`src/rtl/systolic_seq_ctrl.sv`:
```
// Sequencer for a 4x4 systolic array: buffers A and B, then streams skewed operands.
// Optional sticky write-while-busy flag enabled by defining SYSTOLIC_SEQ_CTRL_WRERR_EN.
module systolic_seq_ctrl #(
    parameter int unsigned DATA_W = 8,
    parameter int unsigned DRAIN  = 4
) (
    input  logic              clk,
    input  logic              rst,
    input  logic              start,
    input  logic              a_we,
    input  logic [3:0]        a_addr,
    input  logic [DATA_W-1:0] a_data,
    input  logic              b_we,
    input  logic [3:0]        b_addr,
    input  logic [DATA_W-1:0] b_data,
    output logic [DATA_W-1:0] inp_west0,
    output logic [DATA_W-1:0] inp_west4,
    output logic [DATA_W-1:0] inp_west8,
    output logic [DATA_W-1:0] inp_west12,
    output logic [DATA_W-1:0] inp_north0,
    output logic [DATA_W-1:0] inp_north1,
    output logic [DATA_W-1:0] inp_north2,
    output logic [DATA_W-1:0] inp_north3,
    output logic              array_clr,
    output logic              busy,
    output logic              done,
    output logic              wr_err
);

    typedef enum logic [2:0] {StIdle, StClear, StFeed, StDrain, StDone} state_t;

    state_t            state;
    logic [2:0]        feed_cnt;
    logic [3:0]        drain_cnt;
    logic [DATA_W-1:0] a_mem   [16];
    logic [DATA_W-1:0] b_mem   [16];
    logic [DATA_W-1:0] west_q  [4];
    logic [DATA_W-1:0] north_q [4];
    logic [DATA_W-1:0] west_d  [4];
    logic [DATA_W-1:0] north_d [4];
    logic              load_ops;
    logic [2:0]        feed_t;

    // Operands are computed for the FEED index that becomes current after the next edge.
    always_comb begin
        load_ops = (state == StClear) || ((state == StFeed) && (feed_cnt != 3'd6));
        feed_t   = (state == StClear) ? 3'd0 : feed_cnt + 3'd1;
        for (int i = 0; i < 4; i++) begin
            west_d[i]  = '0;
            north_d[i] = '0;
            if (load_ops && (feed_t >= 3'(i)) && ((feed_t - 3'(i)) <= 3'd3)) begin
                west_d[i]  = a_mem[{2'(i), 2'(feed_t - 3'(i))}];
                north_d[i] = b_mem[{2'(feed_t - 3'(i)), 2'(i)}];
            end
        end
    end

    always_ff @(posedge clk) begin
        if (rst) begin
            state     <= StIdle;
            feed_cnt  <= '0;
            drain_cnt <= '0;
            array_clr <= 1'b0;
            busy      <= 1'b0;
            done      <= 1'b0;
            for (int i = 0; i < 16; i++) begin
                a_mem[i] <= '0;
                b_mem[i] <= '0;
            end
            for (int i = 0; i < 4; i++) begin
                west_q[i]  <= '0;
                north_q[i] <= '0;
            end
        end else begin
            array_clr <= 1'b0;
            done      <= 1'b0;
            for (int i = 0; i < 4; i++) begin
                west_q[i]  <= west_d[i];
                north_q[i] <= north_d[i];
            end
            if (state == StIdle) begin
                if (a_we) a_mem[a_addr] <= a_data;
                if (b_we) b_mem[b_addr] <= b_data;
            end
            unique case (state)
                StIdle: begin
                    if (start) begin
                        state     <= StClear;
                        array_clr <= 1'b1;
                        busy      <= 1'b1;
                    end
                end
                StClear: begin
                    state    <= StFeed;
                    feed_cnt <= '0;
                end
                StFeed: begin
                    if (feed_cnt == 3'd6) begin
                        state     <= StDrain;
                        feed_cnt  <= '0;
                        drain_cnt <= '0;
                    end else begin
                        feed_cnt <= feed_cnt + 3'd1;
                    end
                end
                StDrain: begin
                    if (drain_cnt == 4'(DRAIN - 1)) begin
                        state     <= StDone;
                        done      <= 1'b1;
                        drain_cnt <= '0;
                    end else begin
                        drain_cnt <= drain_cnt + 4'd1;
                    end
                end
                StDone: begin
                    state <= StIdle;
                    busy  <= 1'b0;
                end
                default: state <= StIdle;
            endcase
        end
    end

    assign inp_west0  = west_q[0];
    assign inp_west4  = west_q[1];
    assign inp_west8  = west_q[2];
    assign inp_west12 = west_q[3];
    assign inp_north0 = north_q[0];
    assign inp_north1 = north_q[1];
    assign inp_north2 = north_q[2];
    assign inp_north3 = north_q[3];

`ifdef SYSTOLIC_SEQ_CTRL_WRERR_EN
    logic wr_err_q;

    always_ff @(posedge clk) begin
        if (rst) begin
            wr_err_q <= 1'b0;
        end else if ((a_we || b_we) && busy) begin
            wr_err_q <= 1'b1;
        end
    end

    assign wr_err = wr_err_q;
`else
    assign wr_err = 1'b0;
`endif

endmodule
```
`config.mk`:
```
export PLATFORM = sky130hd
export DESIGN_NAME = systolic_seq_ctrl
export DESIGN_NICKNAME = d
export VERILOG_FILES = /design/src/rtl/systolic_seq_ctrl.sv
export SDC_FILE = /design/constraint.sdc
export NUM_CORES = 1
export LEC_CHECK = 0
export BUFFER_PORTS_ARGS = -buffer_cell sky130_fd_sc_hd__buf_2
export CAP_MARGIN = 30
export CORE_AREA = 2 2 163 165
export CTS_BUF_LIST = sky130_fd_sc_hd__clkbuf_8
export DETAILED_ROUTE_END_ITERATION = 10
export DIE_AREA = 0 0 165 167
export MAX_ROUTING_LAYER = met4
export PLACE_DENSITY = 0.76
export RECOVER_POWER = 25
export SYNTH_ARGS = -nofsm -noshare
export SYNTH_HDL_FRONTEND = slang
export SYNTH_SLANG_ARGS = --single-unit
export TNS_END_PERCENT = 30
```
`constraint.sdc`:
```
create_clock -name clk -period 3.2 [get_ports clk]
set_input_delay 0.64 -clock clk [delete_from_list [all_inputs] [get_ports clk]]
set_output_delay 0.64 -clock clk [all_outputs]
set_load 0.005 [all_outputs]
```
==> summary.txt <==
Cells and area
  • Non-filler cells, final: 1614
  • Fin nets: 1276
  • N_diodes: 0
  • Area grow syn2layout: 12.5%
  • Share of cells above drive strength 1: 0.195
  • Fill cells: 1951

Global route
  • Pin count of the biggest net entering global routing: 74
  • GRT Total Usage: 0.244
  • Initial antenna violation count: 0
  • First-pass GRT wire length: 50.0 mm
  • Vias in the first global route: 9171
  • GRT overflow: 0

Clock network
  • Clock Root Buffer: clkbuf_8
  • Total CTS buffers: 53
  • Hold Buf Count CTS: 0
  • Post-CTS Setup Bufs: 0
  • H-tree depth: 2
  • Post_cts resized: 0
  • Clk pin slew, worst setup/hold paths: 60 ps
  • TritonCTS Sinks: 333
  • CTS max path bufs: 3
  • CTS tree: done
  • Clock latency on the worst-skew pair: 570 ps

Timing
  • Tmin final: 2910 ps
  • Max_slew headroom: 0.416
  • Setup violators final: 0
  • Worst Max-Slew Pin Slew: 876 ps
  • Setup TNS: 0 ps
  • Final Max Slew Viols: 0
  • Unrepaired setup endpoints after global routing: false
  • Peak Freq: 0.343 GHz
  • Final Hold Vio Count: 0
  • Final worst path period share: 0.911
  • Clock skew: 25.6 ps

Placed design
  • DPL Wire Length: 21.1 mm
  • Placed Cells: 1516
  • # port buffers: 95
  • Routability cong.: 0.854

Drt
  • WL per Instance: 19.8 um
  • Drt first pass iters: 5
  • Initial DRC count: 651
  • Drt drc: 0
  • Vias/cell: 5.69
  • ANT nets after route: 0
  • Via count: 9177
  • WL final: 32.0 mm

Critical path
  • Largest fanout on the critical path: 13
  • Critical path arrival: 3320 ps
  • CP Cell Sequence: or3b_2 > nand2_1 > ha_1 > nor2b_1 > o21ai_0 > o21ai_1 > buf_4 > a211oi_1
  • CP Launch Type: flip-flop
  • Crit-path slowest cell: o21ai_1
  • CP required: 3610 ps
  • R2R depth: 8
  • Max incr delay on CP: 670 ps
  • Critical path endpoint category: flip-flop
  • Kind of critical path: flip-flop to flip-flop

Yosys
  • Synthesis-stage register bit count: 333
  • Post-synth top flop: edfxtp_1
  • Top post-synthesis cells by area: edfxtp_1 (53%), and2_1 (11%), dfxtp_1 (11%)
  • Warnings, synthesis: 0
  • Mapped cell area: 14600 sq um
  • Post-synth EDFFs: 256
  • Most common cell in the synthesized netlist: and2_1
  • Post-Synthesis Cells: 1122
  • Syn nets: 1159
  • Cell taking the most area after synthesis: edfxtp_1
  • Async set or reset register ratio after synthesis: 0
  • Top post-synthesis cells by count: and2_1 (260), edfxtp_1 (256), dfxtp_1 (77), clkbuf_1 (61), o21ai_0 (57)
  • Sequential area share after synthesis: 0.633
  • Synth Area per Inst: 13.0 sq um
  • Distinct cell type count after synthesis: 48
  • Top-area cell type share of the netlist area: 0.528

Job
  • MaxCap Viol Count: 0

Die
  • Initial core utilization: 0.566
  • Die area: 27600 sq um
  • I/O pin count: 97
  • Die width: 165 um
  • Die Y-Extent: 167 um
  • Site row count: 59
  • Core region area: 25800 sq um

Power
  • Max IR drop VDD: 0.433 mV
  • Power Dens Cells: 555 nW/um^2
  • Leakage: 0.00631 uW

Run status
  • Outcome: complete, no violations

Min path
  • HP Class: input port to flip-flop
  • WHS Path Cells: 2
registers in the layout (all words and copies together) (netlist names), 3 cells and up:
name and flops:
state 3, b_mem 128, drain_cnt 4, west_q 32, feed_cnt 3, north_q 32
a_mem 128
layout by cell type, fill, tap and decap left out, types with 16 or more instances in the layout:
cell,Yosys,layout
dfxtp_1,77,77
buf_2,6,63
nor3_1,26,29
or2_2,25,25
mux2_2,32,32
or3_1,34,34
and2_1,260,223
buf_4,1,22
and2_0,0,37
clkbuf_1,61,45
o2111a_1,16,16
a211oi_1,34,34
clkbuf_8,0,62
nor2b_1,35,35
edfxtp_1,256,256
o22ai_1,32,32
mux2i_1,17,17
nor2_1,19,18
nand2_1,25,25
mux4_2,16,16
o21ai_0,57,57
inv_1,14,35
metrics by stage:
step / hold slack, ps / power (uW) / util / cell area (sq um) / setup slack (ps)
2_1_floorplan: 471 / 5510 / - / 14600 / 25.5
3_3_place_gp: 485 / 5790 / 0.600 / 15500 / 392
3_5_place_dp: 502 / 5810 / 0.601 / 15500 / 307
4_1_cts: 371 / 9160 / 0.640 / 16500 / 303
5_1_grt: 371 / 9440 / 0.636 / 16400 / 107
6_report: 391 / 9100 / 0.636 / 16400 / 285
cell type report:
cell class	instances	area (sq um)	area share
Clock buffer	62	853	0.0521
Clock inverter	33	155	0.00947
Inverter	14	52.6	0.00321
Multi-Input combinational cell	704	5010	0.306
Sequential cell	333	9230	0.563
Tap cell	335	419	0.0256
Timing Repair Buffer	133	672	0.0410
critical path, delay by kind of cell, from the launching register on:
family | cells | cell delay (ps)
fa+ha+maj | 1 | 150
buf+inv | 1 | 300
compound gates | 3 | 890
flops | 1 | 460
simple gates | 3 | 930
power breakdown:
| part | total [uW] | leakage, uW | internal, uW | switching, uW |
|---|---|---|---|---|
| Combinational | 846 | 0.00245 | 316 | 530 |
| Sequential | 4870 | 0.00326 | 4800 | 61.5 |
| Clock | 3390 | 0.000598 | 1830 | 1560 |
| Total | 9100 | 0.00631 | 6950 | 2150 |
layer usage:
metal / vias up / wire length, um / global-route usage
met5: - / 0 / -
met1: 4492 / 13600 / 0.317
met3: 61 / 1850 / 0.0389
met4: 0 / 709 / 0.0715
li1: 4320 / - / -
met2: 304 / 15800 / 0.397
cell families (layout without fill, tap and decap cells):
| group | after synthesis | count (layout) | share of synthesized area |
|---|---|---|---|
| buffers and inverters | 85 | 242 | 0.0227 |
| adder cells (fa/ha/maj) | 8 | 8 | 0.00687 |
| XOR/XNOR | 4 | 4 | 0.00240 |
| AND/OR/NAND/NOR | 469 | 469 | 0.202 |
| multiplexers | 65 | 65 | 0.0611 |
| AO/OA/AOI/OAI | 157 | 157 | 0.0716 |
| other | 1 | 1 | 0.000257 |
| flip-flops | 333 | 333 | 0.633 |
worst paths after layout:
kind,end,slack (ps),from
hold reg to reg,drain_cnt[1],520,drain_cnt[1]
hold / removal,array_clr,390,start
setup / recovery,west_q[0][1],290,state[1]
setup reg to reg,west_q[0][1],290,state[1]
No activity file was read; power rests on OpenSTA's default activity.
